$ cat src/rtl/alu_pkg.sv
// Shared constants and types for the ALU command sequencer and its FIFO.
// Default widths, ALU in_sel control encodings and the sequencer FSM states.
package alu_pkg;

    localparam int ALU_DATA_W = 8;
    localparam int ALU_OP_W   = 6;

    // in_sel bits: [2] persist, [1] load, [0] reset
    localparam logic [2:0] INSEL_IDLE    = 3'b000;
    localparam logic [2:0] INSEL_RESET   = 3'b001;
    localparam logic [2:0] INSEL_LOAD    = 3'b010;
    localparam logic [2:0] INSEL_PERSIST = 3'b100;

    typedef enum logic [2:0] {
        ST_IDLE = 3'd0,
        ST_LOAD = 3'd1,
        ST_WAIT = 3'd2,
        ST_HOLD = 3'd3,
        ST_CLR  = 3'd4
    } seq_state_e;

endpackage

$ cat src/rtl/alu_cmd_fifo.sv
// Command FIFO: synchronous, DEPTH entries, head presented combinationally on pop_dat.
// Latency: a pushed entry is visible at the head one cycle after the push edge.
// Backpressure: push ignored when full (no same-cycle pop bypass); flush empties it.
module alu_cmd_fifo #(
    parameter int WIDTH = 22,
    parameter int DEPTH = 4
) (
    input  logic                       clk,
    input  logic                       rst_n,
    input  logic                       flush,
    input  logic                       push,
    input  logic [WIDTH-1:0]           push_dat,
    input  logic                       pop,
    output logic [WIDTH-1:0]           pop_dat,
    output logic                       full,
    output logic                       empty,
    output logic [$clog2(DEPTH):0]     count
);

    localparam int PTR_W = $clog2(DEPTH);

    logic [WIDTH-1:0] mem_q [DEPTH];
    logic [PTR_W-1:0] wr_ptr_q, wr_ptr_d;
    logic [PTR_W-1:0] rd_ptr_q, rd_ptr_d;
    logic [PTR_W:0]   count_q, count_d;
    logic             push_ok;
    logic             pop_ok;

    assign full    = (count_q == (PTR_W+1)'(DEPTH));
    assign empty   = (count_q == '0);
    assign count   = count_q;
    assign pop_dat = mem_q[rd_ptr_q];
    assign push_ok = push && !full;
    assign pop_ok  = pop && !empty;

    always_comb begin
        wr_ptr_d = wr_ptr_q;
        rd_ptr_d = rd_ptr_q;
        count_d  = count_q;
        if (flush) begin
            wr_ptr_d = '0;
            rd_ptr_d = '0;
            count_d  = '0;
        end else begin
            // power-of-two depth: pointers wrap by natural overflow
            if (push_ok) wr_ptr_d = wr_ptr_q + PTR_W'(1);
            if (pop_ok)  rd_ptr_d = rd_ptr_q + PTR_W'(1);
            case ({push_ok, pop_ok})
                2'b10:   count_d = count_q + (PTR_W+1)'(1);
                2'b01:   count_d = count_q - (PTR_W+1)'(1);
                default: count_d = count_q;
            endcase
        end
    end

    always_ff @(posedge clk or negedge rst_n) begin
        if (!rst_n) begin
            wr_ptr_q <= '0;
            rd_ptr_q <= '0;
            count_q  <= '0;
        end else begin
            wr_ptr_q <= wr_ptr_d;
            rd_ptr_q <= rd_ptr_d;
            count_q  <= count_d;
        end
    end

    always_ff @(posedge clk) begin
        if (push_ok && !flush) mem_q[wr_ptr_q] <= push_dat;
    end

endmodule

$ cat src/rtl/alu_cmd_sequencer.sv
// ALU feeder: queues commands, drives load/persist on the ALU, captures and presents the result.
// Latency: command pushed at E0 into an idle block gives res_valid after E(2+SETTLE_CYCLES).
// Backpressure: cmd_ready = !full; result held in HOLD until res_ready, next command waits.
module alu_cmd_sequencer #(
    parameter int DATA_W        = alu_pkg::ALU_DATA_W,
    parameter int OP_W          = alu_pkg::ALU_OP_W,
    parameter int FIFO_DEPTH    = 4,
    parameter int SETTLE_CYCLES = 2
) (
    input  logic              clk,
    input  logic              rst_n,
    input  logic              flush,
    input  logic              cmd_valid,
    output logic              cmd_ready,
    input  logic [DATA_W-1:0] cmd_a,
    input  logic [DATA_W-1:0] cmd_b,
    input  logic [OP_W-1:0]   cmd_op,
    output logic [2:0]        alu_in_sel,
    output logic [DATA_W-1:0] alu_num1,
    output logic [DATA_W-1:0] alu_num2,
    output logic [OP_W-1:0]   alu_out_sel,
    input  logic [DATA_W-1:0] alu_out,
    input  logic [1:0]        alu_curr_state,
    output logic              res_valid,
    input  logic              res_ready,
    output logic [DATA_W-1:0] res_data,
    output logic [OP_W-1:0]   res_op,
    output logic [1:0]        res_state,
    output logic              busy
);

    import alu_pkg::*;

    localparam int CMD_W = 2*DATA_W + OP_W;
    localparam int CNT_W = (SETTLE_CYCLES > 1) ? $clog2(SETTLE_CYCLES) : 1;

    seq_state_e        state_q, state_d;
    logic [CNT_W-1:0]  cnt_q, cnt_d;
    logic [2:0]        in_sel_q, in_sel_d;
    logic [DATA_W-1:0] num1_q, num1_d;
    logic [DATA_W-1:0] num2_q, num2_d;
    logic [OP_W-1:0]   op_q, op_d;
    logic              res_valid_q, res_valid_d;
    logic [DATA_W-1:0] res_data_q, res_data_d;
    logic [OP_W-1:0]   res_op_q, res_op_d;
    logic [1:0]        res_state_q, res_state_d;

    logic              fifo_push;
    logic              fifo_pop;
    logic [CMD_W-1:0]  fifo_head;
    logic              fifo_full;
    logic              fifo_empty;
    logic [$clog2(FIFO_DEPTH):0] fifo_count;

    logic [DATA_W-1:0] head_a;
    logic [DATA_W-1:0] head_b;
    logic [OP_W-1:0]   head_op;

    assign cmd_ready = !fifo_full;
    assign fifo_push = cmd_valid && !fifo_full && !flush;
    assign {head_a, head_b, head_op} = fifo_head;

    alu_cmd_fifo #(
        .WIDTH (CMD_W),
        .DEPTH (FIFO_DEPTH)
    ) u_fifo (
        .clk      (clk),
        .rst_n    (rst_n),
        .flush    (flush),
        .push     (fifo_push),
        .push_dat ({cmd_a, cmd_b, cmd_op}),
        .pop      (fifo_pop),
        .pop_dat  (fifo_head),
        .full     (fifo_full),
        .empty    (fifo_empty),
        .count    (fifo_count)
    );

    always_comb begin
        state_d     = state_q;
        cnt_d       = cnt_q;
        in_sel_d    = in_sel_q;
        num1_d      = num1_q;
        num2_d      = num2_q;
        op_d        = op_q;
        res_valid_d = res_valid_q;
        res_data_d  = res_data_q;
        res_op_d    = res_op_q;
        res_state_d = res_state_q;
        fifo_pop    = 1'b0;

        if (flush) begin
            state_d     = ST_CLR;
            in_sel_d    = INSEL_RESET;
            num1_d      = '0;
            num2_d      = '0;
            op_d        = '0;
            res_valid_d = 1'b0;
        end else begin
            case (state_q)
                ST_IDLE: begin
                    in_sel_d = INSEL_IDLE;
                    if (!fifo_empty) begin
                        fifo_pop = 1'b1;
                        num1_d   = head_a;
                        num2_d   = head_b;
                        op_d     = head_op;
                        in_sel_d = INSEL_LOAD;
                        state_d  = ST_LOAD;
                    end
                end
                ST_LOAD: begin
                    in_sel_d = INSEL_PERSIST;
                    cnt_d    = CNT_W'(SETTLE_CYCLES - 1);
                    state_d  = ST_WAIT;
                end
                ST_WAIT: begin
                    if (cnt_q == '0) begin
                        res_data_d  = alu_out;
                        res_state_d = alu_curr_state;
                        res_op_d    = op_q;
                        res_valid_d = 1'b1;
                        state_d     = ST_HOLD;
                    end else begin
                        cnt_d = cnt_q - CNT_W'(1);
                    end
                end
                ST_HOLD: begin
                    // pop in the accepting edge so the next load follows with no IDLE gap
                    if (res_ready) begin
                        res_valid_d = 1'b0;
                        if (!fifo_empty) begin
                            fifo_pop = 1'b1;
                            num1_d   = head_a;
                            num2_d   = head_b;
                            op_d     = head_op;
                            in_sel_d = INSEL_LOAD;
                            state_d  = ST_LOAD;
                        end else begin
                            in_sel_d = INSEL_IDLE;
                            state_d  = ST_IDLE;
                        end
                    end
                end
                ST_CLR: begin
                    in_sel_d = INSEL_IDLE;
                    state_d  = ST_IDLE;
                end
                default: begin
                    in_sel_d = INSEL_IDLE;
                    state_d  = ST_IDLE;
                end
            endcase
        end
    end

    always_ff @(posedge clk or negedge rst_n) begin
        if (!rst_n) begin
            state_q     <= ST_IDLE;
            cnt_q       <= '0;
            in_sel_q    <= INSEL_IDLE;
            num1_q      <= '0;
            num2_q      <= '0;
            op_q        <= '0;
            res_valid_q <= 1'b0;
            res_data_q  <= '0;
            res_op_q    <= '0;
            res_state_q <= '0;
        end else begin
            state_q     <= state_d;
            cnt_q       <= cnt_d;
            in_sel_q    <= in_sel_d;
            num1_q      <= num1_d;
            num2_q      <= num2_d;
            op_q        <= op_d;
            res_valid_q <= res_valid_d;
            res_data_q  <= res_data_d;
            res_op_q    <= res_op_d;
            res_state_q <= res_state_d;
        end
    end

    assign alu_in_sel  = in_sel_q;
    assign alu_num1    = num1_q;
    assign alu_num2    = num2_q;
    assign alu_out_sel = op_q;
    assign res_valid   = res_valid_q;
    assign res_data    = res_data_q;
    assign res_op      = res_op_q;
    assign res_state   = res_state_q;
    assign busy        = (state_q != ST_IDLE) || !fifo_empty;

endmodule

$ cat config.mk
export PLATFORM = sky130hd
export DESIGN_NAME = alu_cmd_sequencer
export DESIGN_NICKNAME = d
export VERILOG_FILES = /design/src/rtl/alu_pkg.sv /design/src/rtl/alu_cmd_fifo.sv /design/src/rtl/alu_cmd_sequencer.sv
export SDC_FILE = /design/constraint.sdc
export NUM_CORES = 1
export LEC_CHECK = 0
export ABC_AREA = 1
export CAP_MARGIN = 25
export CORE_MARGIN = 10
export CORE_UTILIZATION = 35
export CTS_CLUSTER_DIAMETER = 150
export DETAILED_ROUTE_END_ITERATION = 8
export GPL_ROUTABILITY_DRIVEN = 0
export PLACE_DENSITY = 0.58
export SLEW_MARGIN = 20
export SYNTH_ARGS = -nofsm -noshare
export SYNTH_HDL_FRONTEND = slang
export SYNTH_SLANG_ARGS = --single-unit
$ cat constraint.sdc
create_clock -name clk -period 2.65 [get_ports clk]
set_clock_uncertainty 0.05 [all_clocks]
set_input_delay 0.795 -clock clk [delete_from_list [all_inputs] [get_ports clk]]
set_output_delay 0.795 -clock clk [all_outputs]
set_load 0.01 [all_outputs]
* Yosys cells after proc, flatten, opt, wreduce, memory -nomap -nowiden *
Memories as Yosys holds them, arrays and structs flattened.
Cells that the tools add are included.

word-level totals
  register bits after elaboration = 53
  word-level logic and storage cells = 95
  memories kept = 1
  memory bits (writable) = 88
  input port bits = 37

operators by class
  bitwise logic cells = 2
  equality and inequality tests = 10
  mux-type cells = 40
  add/subtract/negate cells = 5
  reduce and logical (&&, ||, !) cells = 24

memory list
  name          depth  width  rd ports  clocked after memory_dff  write ports  RTL line            source
  u_fifo.mem_q  4      22     1         0                         1            alu_cmd_fifo.sv:22  logic [WIDTH-1:0] mem_q [DEPTH];

operators with widths
  kind                   number
  $mux W8                6
  $pmux W8 S2            2
  $pmux W3 S4            2
  $mux W3                7
  $mux W6                3
  $pmux W6 S2            1
  $reduce_bool A3 Y1     4
  $mux W1                10
  $mux W2                5
  $ne A3 B3 Y1 const B   3
  $reduce_and A3 Y1      3
  $eq A3 B2 Y1 const B   2
  $logic_not A3 Y1       2
  $pmux W1 S2            3
  $pmux W3 S2            1
  $reduce_and A2 Y1      3
  $reduce_bool A2 Y1     3
  $logic_and A1 B1 Y1    5
  $add A2 B1 Y2 const B  2
  $add A3 B1 Y3 const B  1
  $eq A3 B1 Y1 const B   1
  $eq A3 B3 Y1 const B   1
  $logic_not A1 Y1       3
  $sub A3 B1 Y3 const B  1
  6 further kinds        7

* Longest topological paths before layout *
Gate-level depths: netlist (run 1).

  depth after elaboration = 9
  mapped depth = 13
  mapped depth without buffers = 13

* Cells and area by module *
From an unflattened synthesis (run 1), not the netlist that was laid out.

second synthesis, totals
  cell total of the unflattened synthesis = 507
  area, all modules = 5899.4 µm²

modules (own cells, without submodules)
  module             cells each  seq. area each (µm²)  times used  area each (µm²)
  alu_cmd_fifo       282         2817.7                1           3809.9
  alu_cmd_sequencer  225         1151.1                1           2089.5

* Least setup slack after synthesis (run 1) *
Ideal clock, no wire load.

  path type = input port to flip-flop
  start = in flush
  end = mem u_fifo.mem_q[0][0] (enable)
  arrival time = 1.979 ns
  path slack = 0.220 ns
  required time = 2.199 ns
  stages = 3
  cells stage by stage = inv_2 nand3_2 nor2_1

on the way
  cells in the longest elaborated chain, start to end = 6

RTL lines
  what                               RTL line                                     source
  start, declared                    alu_cmd_sequencer.sv:12                      input logic flush,
  $logic_not A1 Y1 (*)               alu_cmd_fifo.sv:69, alu_cmd_sequencer.sv:60
  $logic_and A1 B1 Y1                alu_cmd_sequencer.sv:60                      assign fifo_push = cmd_valid && !fifo_full && !flush;
  $logic_and A1 B1 Y1                alu_cmd_fifo.sv:33                           assign push_ok = push && !full;
  $logic_and A1 B1 Y1 (*)            alu_cmd_fifo.sv:69                           if (push_ok && !flush) mem_q[wr_ptr_q] <= push_dat;
  $mux W1 (*)                        alu_cmd_fifo.sv:69
  $mux W1 (implied by the code) (*)  alu_cmd_fifo.sv:69
  end, declared                      alu_cmd_fifo.sv:22

Every way passes the cells marked *; elsewhere a longest branch is shown, timed or not.

* Final worst setup path (run 1) *
  start = reg u_fifo.count_q[0] (netlist: u_fifo.count[0])
  end = out cmd_ready

on the way
  cells in the longest elaborated chain, start to end = 2

RTL lines
  what                    RTL line                 source
  start, declared         alu_cmd_fifo.sv:25       logic [PTR_W:0] count_q, count_d;
  start signal, assigned  alu_cmd_fifo.sv:64       count_q <= count_d;
  $eq A3 B3 Y1            alu_cmd_fifo.sv:29       assign full = (count_q == (PTR_W+1)'(DEPTH));
  $logic_not A1 Y1        alu_cmd_sequencer.sv:59  assign cmd_ready = !fifo_full;
  end, declared           alu_cmd_sequencer.sv:14  output logic cmd_ready,

Every way passes these cells.

==> summary.txt, run 1 <==
Clocking
  • Number of clock sinks: approximately 140
  • Later-pin clock latency in the skew report: a little over 400 ps
  • Clock root cell: clkbuf_16
  • Clock-pin slew on the worst setup and hold paths: ~60 ps
  • Number of CTS-inserted buffers: 17
  • H-tree levels: 4
  • Clock tree buffer depth: 2
  • # Post-CTS Setup Buffers: 0
  • CTS tree: yes

Detailed routing
  • Post-route DRC: 0
  • DRT Wirelength: between 10000 and 15000 um
  • Initial DRC count: 300
  • DRT antenna net count: 0
  • Per-cell routed wire length: between 15 and 20 um
  • Drt via density: approximately 4.6
  • TritonRoute pass-1 iters: 4
  • Routed via count: between 3000 and 4000

Timing
  • Fmax: 0.403 GHz
  • Slew @ Worst Pin: approximately 710 ps
  • Crit share post-route: between 90% and 100%
  • Tmin final: 2480 ps
  • Slew Limit Headroom: 52.6%
  • RSZ-0062 raised after global routing: false
  • Endpoints failing setup: 0
  • Max-slew violation count: 0
  • Final worst slack: ~170 ps
  • Total negative slack: 0 ps
  • Final hold vios: 0

Global routing
  • Total GRT Usage: 11.8%
  • First-pass GRT wire length: between 20000 and 25000 um
  • Antenna violations before repair: 0
  • Largest net degree at the start of global routing: 47
  • Vias in the first global route: between 3000 and 4000
  • Total grt overflow: 0

Power
  • Pleak: approximately 3.1 nW
  • Power per Cell Area: between 800 and 900 nW/um^2
  • VDD IR max: approximately 0.6 mV

Synth
  • Most frequent cells after synthesis: nand2_1, edfxtp_1, nor2_1
  • Synthesized area: 5780 um^2
  • Number of distinct library cells after synthesis: 33
  • Synth Flop Type: edfxtp_1
  • Gate Count Post-Synth: roughly 480
  • Syn_nets: 521
  • Seq/Total Area, Yosys: 68.6%
  • Syn avg cell area: around 12 um^2
  • EDFF count, synth: between 80 and 90
  • Yosys top cell by area: edfxtp_1
  • Top post-synthesis cells by area: edfxtp_1, dfrtp_1, nand2_1
  • Synthesized flop and latch total: between 100 and 150
  • Yosys top cell area share: between 40% and 50%
  • Asr flop ratio synth: a little under two fifths
  • Ys Warns: 0
  • Cell with the most instances after synthesis: nand2_1

Die
  • # IOs: roughly 80
  • DIE WIDTH: 149 um
  • Initial core utilization: ~36%
  • Row count: between 40 and 50
  • Core box area: 16100 um^2
  • Die height: around 150 um
  • Die area: 22100 um^2

Final layout
  • Synth-to-layout area growth: 30.4%
  • Nets@finish: slightly above 600
  • Core Util, Final: between 40% and 50%
  • Diodes inserted: 0
  • Share of cells above drive strength 1: 17.9%

Run status
  • Status: completed

Worst hold path
  • HP Class: input pin to async pin

Setup path
  • Data arrival, critical path: roughly 1600 ps
  • Worst Path Required: around 1800 ps
  • Max FO, Critical Path: 4
  • Crit path launch type: flop
  • Crit Path Class: flop to output pin
  • CP endpoint kind: output pin

Flow run
  • Max Cap Violations: 0

Placement
  • Dpl ws: around 16 ps
  • Port Buf Inserts: 80
  • DP Wirelength: 7970 um
## kinds of logic (layout without fill, tap and decap cells)
group / count (synthesis) / in the layout / synth area share (%)
flip-flops: 141 / 141 / 68.6
AO/OA/AOI/OAI: 98 / 98 / 9.82
buffers and inverters: 46 / 154 / 4.03
AND/OR/NAND/NOR: 172 / 172 / 12.4
adder cells (fa/ha/maj): 5 / 5 / 1.21
multiplexers: 16 / 16 / 3.70
XOR/XNOR: 1 / 1 / 0.152
## path summary, 6_finish.rpt
check / slack (ps) / endpoint / from / cells after the start
max: 170 / cmd_ready / u_fifo.count[0]$_DFFE_PN0P_ / 3
min in group clk: 430 / alu_num2[1]$_DFFE_PN0P_ / alu_num2[1]$_DFFE_PN0P_ / 2
max reg2reg: 700 / u_fifo.count[2]$_DFFE_PN0P_ / u_fifo.count[0]$_DFFE_PN0P_ / 11
max in group asynchronous: 1560 / state_q[2]$_DFFE_PN0P_ / rst_n / 2
min: 390 / alu_num2[7]$_DFFE_PN0P_ / rst_n / 1
min reg2reg: 430 / alu_num2[1]$_DFFE_PN0P_ / alu_num2[1]$_DFFE_PN0P_ / 2
## cells in the final DEF, fill, tap and decap left out, drive strengths merged, types with 2 or more instances in the layout
master	synthesis	routed
nand2	101	101
edfxtp	88	88
clkdlybuf4s50	0	78
o21ai	72	72
nor2	55	55
dfrtp	53	53
clkbuf	10	25
a21oi	24	24
inv	22	22
buf	14	21
mux2	16	16
nand3	12	12
ha	4	4
bufinv	0	3
clkinv	0	3
nand4	2	2
## sequential cells by signal, summed over array words and instances (netlist names)
name / count
u_fifo.count: 3
u_fifo.mem_q: 88
alu_out_sel: 6
alu_num1: 8
u_fifo.wr_ptr_q: 2
state_q: 3
alu_num2: 8
res_valid: 1
res_data: 8
alu_in_sel: 3
res_state: 2
res_op: 6
u_fifo.rd_ptr_q: 2
cnt_q: 1
## layer usage
metal  vias to the layer above  wire length, um  global-route usage, %  share of wire (%)
li1                       1829                -                      -                  -
met1                      1762             5310                   14.1                 43
met2                       103             6080                   18.8                 49
met3                         2              959                   5.58                7.7
met4                         0               38                   3.12               0.31
met5                         -                0                      0                  0
## stage by stage
step / total power, mW / instance area (um^2) / std cells / hold slack (ps)
global route: 6.68 / 7540 / 803 / 442
floorplan: 3.43 / 5780 / 479 / 449
CTS: 6.41 / 7530 / 803 / 403
global placement: 3.97 / 6940 / 771 / 410
finish: 6.32 / 7540 / 803 / 389
detailed placement: 4.00 / 6940 / 771 / 420
## final cells by class
type / instances / area [um^2]
inverter: 22 / 85.1
clock inverter: 7 / 113
tap: 216 / 270
fill: 1402 / 8520
multi-input combinational: 292 / 1590
sequential: 141 / 3970
timing repair buffer: 100 / 1020
clock buffer: 25 / 485
## repair_timing
item	CTS	global route
gates resized for setup	0	4
endpoints found under the setup margin	0	2
hold buffers	0	0
## power by group
group          switching [mW]  leakage [nW]  internal (mW)  total [mW]
combinational           0.706          1.27          0.546        1.25
sequential              0.118          1.50           2.57        2.69
clock                   0.829         0.291           1.55        2.38
total                    1.65          3.06           4.67        6.32
## critical path, stage by stage (launching register included)
cell,delay [ps]
dfrtp_1,440
nor2_2,200
nand2_2,100
clkdlybuf4s50_1,500
(Power assumes the default switching activity.)
==> inputs of run 2 (changes only) <==
--- a/config.mk
+++ b/config.mk
@@ -13,6 +13,7 @@
 export DETAILED_ROUTE_END_ITERATION = 8
 export GPL_ROUTABILITY_DRIVEN = 0
 export PLACE_DENSITY = 0.58
+export REMOVE_ABC_BUFFERS = 1
 export SLEW_MARGIN = 20
 export SYNTH_ARGS = -nofsm -noshare
 export SYNTH_HDL_FRONTEND = slang
==> summary.txt, run 2 (synthesized netlist as in run 1, its figures left out) <==
Run status
  • Status: completed (unchanged)

Setup path
  • Worst Path Required: 1810 ps (about the same)
  • Max FO, Critical Path: 4 (unchanged)
  • CP endpoint kind: output pin (unchanged)
  • Crit Path Class: flop to output pin (unchanged)
  • Data arrival, critical path: 1710 ps (was 1640 ps)
  • Crit path launch type: flop (unchanged)

Clocking
  • Number of clock sinks: 141 (unchanged)
  • Later-pin clock latency in the skew report: 410 ps (about the same)
  • Clock tree buffer depth: 2 (unchanged)
  • Number of CTS-inserted buffers: 17 (unchanged)
  • Cts hold-fix bufs: 0 (unchanged)
  • Clock-pin slew on the worst setup and hold paths: 50 ps (was 60 ps)
  • H-tree levels: 4 (unchanged)
  • CTS tree: yes (unchanged)
  • Clock root cell: clkbuf_16 (unchanged)

Die
  • Die height: 149 um (unchanged)
  • Initial core utilization: 36.0% (unchanged)
  • DIE WIDTH: 149 um (unchanged)
  • # IOs: 81 (unchanged)
  • Core box area: 16100 um^2 (unchanged)
  • Die area: 22100 um^2 (unchanged)
  • Row count: 46 (unchanged)

Detailed routing
  • Routed via count: 3708 (was 3696)
  • Post-route DRC: 0 (unchanged)
  • TritonRoute pass-1 iters: 4 (unchanged)
  • Drt via density: 4.60 (about the same)
  • DRT antenna net count: 0 (unchanged)
  • Initial DRC count: 188 (was 300)
  • DRT Wirelength: 12500 um (was 12400 um)
  • Per-cell routed wire length: 15.5 um (was 15.4 um)

Flow run
  • Max Cap Violations: 0 (unchanged)

Timing
  • Total negative slack: 0 ps (unchanged)
  • Slew Limit Headroom: 55.2% (was 52.6%)
  • Fmax: 0.391 GHz (was 0.403 GHz)
  • Final hold vios: 0 (unchanged)
  • Max-slew violation count: 0 (unchanged)
  • RSZ-0062 raised after global routing: false (unchanged)
  • Slew @ Worst Pin: 671 ps (was 711 ps)
  • Hold Slack: 370 ps (was 389 ps)
  • Endpoints failing setup: 0 (unchanged)
  • Crit share post-route: 96.4% (was 93.7%)
  • Tmin final: 2550 ps (was 2480 ps)

Final layout
  • Largest Register: u_fifo.mem_q (unchanged)
  • Most frequent cells in the layout: nand2_1, edfxtp_1, clkdlybuf4s50_1 (unchanged)
  • Synth-to-layout area growth: 29.3% (was 30.4%)
  • Final cell count without fillers: 806 (was 803)
  • Commonest non-fill, non-tap cell in the layout: nand2_1 (unchanged)
  • Diodes inserted: 0 (unchanged)
  • Filler cells: 1418 (was 1402)
  • Nets@finish: 619 (was 616)
  • Max reg flops: 88 (unchanged)
  • Share of cells above drive strength 1: 18.5% (was 17.9%)
  • Core Util, Final: 46.6% (was 47.0%)

Worst hold path
  • HP Class: input pin to async pin (unchanged)

Power
  • Pleak: 3.04 nW (was 3.06 nW)
  • Tot Pwr: 6.18 mW (was 6.32 mW)
  • Pint: 4.51 mW (was 4.67 mW)
  • Comb power frac: 20.1% (was 19.8%)
  • Flop pwr share: 43.5% (was 42.5%)
  • Clock share of power: 36.4% (was 37.7%)
  • VDD IR max: 0.462 mV (was 0.600 mV)
  • Switching Share: 27.0% (was 26.1%)
  • Switching pwr: 1.67 mW (was 1.65 mW)
  • Power per Cell Area: 827 nW/um^2 (was 838 nW/um^2)

Placement
  • Number of placed cells counting well taps: 774 (was 771)
  • DP Wirelength: 8460 um (was 7970 um)
  • Port Buf Inserts: 80 (unchanged)

Global routing
  • Largest net degree at the start of global routing: 47 (unchanged)
  • Vias in the first global route: 3813 (was 3735)
  • First-pass GRT wire length: 20200 um (was 20100 um)
  • Antenna violations before repair: 0 (unchanged)
  • Total GRT Usage: 11.8% (about the same)
  • Total grt overflow: 0 (unchanged)
-- run 2: cell count changes in the layout (fill, tap and decap cells not counted), moves of 2 or more --
cell | before | now
buf_4 | 14 | 21
buf_12 | 6 | 2
clkbuf_1 | 5 | 3
clkbuf_8 | 3 | 1
clkinv_4 | 0 | 2
clkinvlp_4 | 1 | 3
-- run 2: critical path, cell delays in order, from the launching register on --
cell	delay [ps]
dfrtp_1	420
nor2_1	290
nand2_2	100
clkdlybuf4s50_1	500
-- run 2: worst paths after layout --
path	startpoint	endpoint	slack, ps	cells past startpoint
setup / recovery	u_fifo.count[0]$_DFFE_PN0P_	cmd_ready	100	3
hold / removal	rst_n	res_state[0]$_DFFE_PN0P_	370	1
setup reg to reg	u_fifo.count[0]$_DFFE_PN0P_	u_fifo.count[2]$_DFFE_PN0P_	510	11
hold reg to reg	alu_in_sel[1]$_DFFE_PN0P_	alu_in_sel[1]$_DFFE_PN0P_	420	2
max in group asynchronous	rst_n	alu_in_sel[0]$_DFFE_PN0P_	1500	2
min in group clk	alu_in_sel[1]$_DFFE_PN0P_	alu_in_sel[1]$_DFFE_PN0P_	420	2
-- run 2: final cells by class --
type / count / area [um^2] / share of cell area [%]
Inverter: 22 / 85.1 / 1.14
Clock inverter: 11 / 120 / 1.61
Tap cell: 216 / 270 / 3.61
Multi-Input combinational cell: 292 / 1590 / 21.3
Timing Repair Buffer: 103 / 992 / 13.3
Clock buffer: 21 / 450 / 6.02
Sequential cell: 141 / 3970 / 53.1
-- run 2: what timing repair did --
item                                    4_1_cts  5_1_grt
resized for setup                             3        0
endpoints found under the setup margin        1        0
setup buffers                                 0        0
-- run 2: layer usage --
layer	share of wire [%]	global-route usage, %	up-vias
met5	0	0	-
met4	0.96	5.10	0
met3	6.7	3.40	10
met2	47	19.1	105
met1	45	14.5	1752
li1	-	-	1841
-- run 2: power by group through the flow --
| stage | sequential (mW) | combinational, mW | clock, mW |
|---|---|---|---|
| 6_report | 2.69 | 1.24 | 2.25 |
| 5_1_grt | 2.71 | 1.40 | 2.41 |
| 4_1_cts | 2.69 | 1.27 | 2.31 |
| 3_5_place_dp | 2.73 | 1.27 | 0 |
| 3_3_place_gp | 2.72 | 1.25 | 0 |
| 2_1_floorplan | 2.81 | 0.563 | 0 |
-- run 2: metrics by stage --
step / area [um^2] / worst slack [ps]
finish: 7480 / 95.1
global route: 7480 / 2.36
CTS: 7480 / 46.5
detailed placement: 6910 / -144
global placement: 6910 / -39.5
floorplan: 5630 / -0.625
==> inputs of run 3 (changes only) <==
--- a/config.mk
+++ b/config.mk
@@ -14,6 +14,7 @@
 export GPL_ROUTABILITY_DRIVEN = 0
 export PLACE_DENSITY = 0.58
 export REMOVE_ABC_BUFFERS = 1
+export SKIP_LAST_GASP = 1
 export SLEW_MARGIN = 20
 export SYNTH_ARGS = -nofsm -noshare
 export SYNTH_HDL_FRONTEND = slang
==> results of run 3 <==
The final DEF is identical to that of run 2; final timing and power are the same.
